==> src/rtl/hash_pkg.sv <==
// Shared hash definitions used by both the transmit-side hasher and the receive-side checker,
// so that both ends compute identical hashes bit for bit.
package hash_pkg;

    localparam logic [31:0] SEED          = 32'h811C_9DC5;
    localparam logic [31:0] RC            = 32'h9E37_79B9;
    localparam int          ROT_AMT_DEF   = 5;
    localparam int          FINAL_ROT_DEF = 16;
    localparam int          LEN_MAX       = 8;

    typedef enum logic [1:0] {
        ST_IDLE = 2'd0,
        ST_RUN  = 2'd1,
        ST_DONE = 2'd2
    } state_t;

    // The rotator that is shared by every hash stage; a distance of 0 leaves the word unchanged.
    function automatic logic [31:0] rotl32(input logic [31:0] x, input int unsigned amt);
        logic [4:0] a;
        a = amt[4:0];
        if (a == 5'd0) begin
            return x;
        end
        return (x << a) | (x >> (6'd32 - {1'b0, a}));
    endfunction

    // A declared length above the message size is treated as a full message.
    function automatic logic [3:0] clamp_len(input logic [3:0] len);
        return (len > 4'(LEN_MAX)) ? 4'(LEN_MAX) : len;
    endfunction

endpackage

==> src/rtl/hash_round.sv <==
// One byte round of the hash. This block is purely combinational, so the unrolled transmit
// hasher can chain copies of it and the checker can iterate it one round per cycle.
module hash_round
    import hash_pkg::*;
#(
    parameter int ROT_AMT = ROT_AMT_DEF
) (
    input  logic [31:0] state,
    input  logic [7:0]  data_byte,
    input  logic        enable,
    output logic [31:0] next_state
);

    logic [31:0] mixed;

    always_comb begin
        mixed      = rotl32(state ^ {24'h0, data_byte}, ROT_AMT) + RC;
        next_state = enable ? mixed : state;
    end

endmodule

==> config.mk <==
export PLATFORM = sky130hd
export DESIGN_NAME = hash_round
export DESIGN_NICKNAME = d
export VERILOG_FILES = /design/src/rtl/hash_pkg.sv /design/src/rtl/hash_round.sv
export SDC_FILE = /design/constraint.sdc
export NUM_CORES = 1
export LEC_CHECK = 0
export CAP_MARGIN = 5
export CORE_MARGIN = 5
export CORE_UTILIZATION = 45
export DETAILED_ROUTE_END_ITERATION = 10
export GPL_ROUTABILITY_DRIVEN = 0
export PLACE_DENSITY = 0.95
export REMOVE_ABC_BUFFERS = 1
export SLEW_MARGIN = 10
export SYNTH_ARGS = -nofsm -noshare
export SYNTH_HDL_FRONTEND = slang
export SYNTH_SLANG_ARGS = --single-unit
==> constraint.sdc <==
create_clock -name vclk -period 5
set_input_delay 1 -clock vclk [all_inputs]
set_output_delay 1 -clock vclk [all_outputs]
set_load 0.005 [all_outputs]
==> impl_metrics.tcl <==
set metrics [dict create \
    hp-class "input pin to output pin" \
    grt.total_usage 0.222 \
    crit_family "compound AO/OA/AOI/OAI gates" \
    die_area_um2 4260 \
    post_dp_cell_area_um2 2160 \
    yosysSeqAreaShare 0 \
    num-fill-cells 248 \
    io_buffers 73 \
    tightest_slew_ns 0.664 \
    ir_drop_v 0.0000448 \
    nClkBuffers 0 \
    syn_area_um2 1380 \
    grt_max_degree 22 \
    die_y_um 65.3 \
    arrival_ns 3.82 \
    synth_area_per_cell_um2 6.55 \
    cts_resized 0 \
    slew_violations 0 \
    via_count 1857 \
    slowest_delay_ns 0.54 \
    worst_setup_path_end_kind "output pin" \
    fp.coreArea_um2 3000 \
    layout_min_cycle_time_ns 4.82 \
    wl_um 4780 \
    maxCapViolations 0 \
    finalSetupTns_ns 0 \
    stdcell_area_um2 2160 \
    max_freq_mhz 207 \
    cp_slowest_cell "clkdlybuf4s50_1" \
    max-slew-margin-rel 0.556 \
    drive_gt1_frac 0.101 \
    setup_viol 0 \
    synth.distinct_cells 52 \
    antenna_left 0 \
    netlist_instances 210 \
    nFlopsAndLatches 0 \
    start_util 0.458 \
    num-nets-final 322 \
    grt_pass1_vias 1767 \
    worstPathRequired_ns 4.00 \
    seq_area_um2 0 \
    yosysWarnings 0 \
    power.density_nw_per_um2 108 \
    grt_antenna_before_repair 0 \
    worst_setup_path_start_kind "input pin" \
    cp_max_fo 5 \
    overflow 0 \
    power.leakage_nw 0.773 \
    final_common_cell "clkdlybuf4s50_1" \
    synthToLayoutAreaGrowth_pct 56.9 \
    fp.dieW_um 65.3 \
    remaining_drc_errors 0 \
    drt_iter0_markers 127 \
    hold_path_depth 4 \
    num_rows 20 \
    grt_pass1_wl_um 7980 \
    hpwl_um 3990 \
    ctsHoldBuffers 0 \
    io-pin-count 73 \
    layout_common_cells "73 x clkdlybuf4s50_1, 25 x nor2_1, 21 x a21oi_1, 21 x xnor2_1, 16 x nand2_1" \
    multi_input_area_um2 1290 \
    finalHoldViolCount 0 \
    diodes 0 \
    worst-setup-path-type "input pin to output pin" \
    post-route-period-util 0.964 \
    path_depth 9 \
    wl_per_cell_um 15.4 \
    rsz0062_at_grt "false" \
    outcome "completed" \
    routed_via_density 5.97 \
    path_cells "clkdlybuf4s50_1, ha_1, a211oi_1, a21oi_1, o211ai_1, a31oi_1, or4_1, a31oi_1, clkdlybuf4s50_1" \
    critPathLaunch "state[27]" \
    setup.worst_path.end "next_state[26]" \
    post_cts_buffers 0 \
    critical_path_buf_inv_count 2 \
    first_pass_iters 5 \
]
metal layers:
metal  share of wire  wire length (um)  track usage  up-vias
met5               0                 0            0        -
met4           0.014                65       0.0492        0
met3           0.075               357       0.0171        8
met2            0.48              2290        0.384       92
met1            0.43              2070        0.299      837
li1                -                 -            -      920
power breakdown:
group,total [W],internal (W),switching (W)
clock,0,0,0
combinational,0.000232,0.000129,0.000103
sequential,0,0,0
total,0.000232,0.000129,0.000103
cells by family (layout without fill, tap and decap cells):
group | count (synthesis) | in the layout | synth area share
AO/OA/AOI/OAI | 68 | 68 | 0.340
XOR/XNOR | 35 | 35 | 0.223
adder cells (fa/ha/maj) | 1 | 1 | 0.00910
buffers and inverters | 20 | 88 | 0.0582
multiplexers | 10 | 10 | 0.0810
AND/OR/NAND/NOR | 76 | 76 | 0.288
layout make-up:
class,count,share of cell area
inverter,6,0.0104
multi-input combinational,190,0.600
tap,33,0.0191
timing repair buffer,82,0.370
metrics by stage:
stage               std cells  power (W)  utilization  hold slack, ns  setup slack, ns
floorplan                 196  0.0000970            -            2.05             1.37
global placement          311   0.000227        0.718            3.03            0.322
detailed placement        311   0.000230        0.718            3.03            0.206
CTS                       311   0.000231        0.718            3.03            0.196
global route              311   0.000253        0.718            3.06           0.0187
finish                    311   0.000232        0.718            3.03            0.179
cells in the mapped netlist (all sizes together) (3+ instances only):
| cell type | number | area [um2] |
|---|---|---|
| o21ai | 12 | 60.1 |
| nor3 | 7 | 35.0 |
| a21oi | 22 | 114 |
| mux2 | 9 | 101 |
| o221ai | 3 | 26.3 |
| inv | 6 | 22.5 |
| nand3 | 8 | 52.6 |
| a2111oi | 3 | 33.8 |
| xnor2 | 21 | 184 |
| a211o | 3 | 26.3 |
| a31oi | 6 | 37.5 |
| or4 | 3 | 26.3 |
| nor4 | 3 | 18.8 |
| nor2 | 25 | 93.8 |
| clkbuf | 10 | 37.5 |
| nand2 | 16 | 60.1 |
| buf | 4 | 20.0 |
| xor2 | 14 | 123 |
| and3 | 4 | 31.3 |
worst min path at each step:
stage	startpoint	endpoint	slack (ns)
floorplan	enable	next_state[0]	2.05
global placement	state[7]	next_state[7]	3.03
detailed placement	state[26]	next_state[26]	3.03
CTS	state[26]	next_state[26]	3.03
global route	state[26]	next_state[26]	3.06
finish	state[26]	next_state[26]	3.03
tightest hold or removal path: cells and delay by family:
| kind | cells | cell delay (ns) |
|---|---|---|
| simple gates | 1 | 0.10 |
| compound gates | 1 | 0.04 |
| buf+inv | 2 | 0.89 |
No activity file was read; power rests on OpenSTA's default activity.
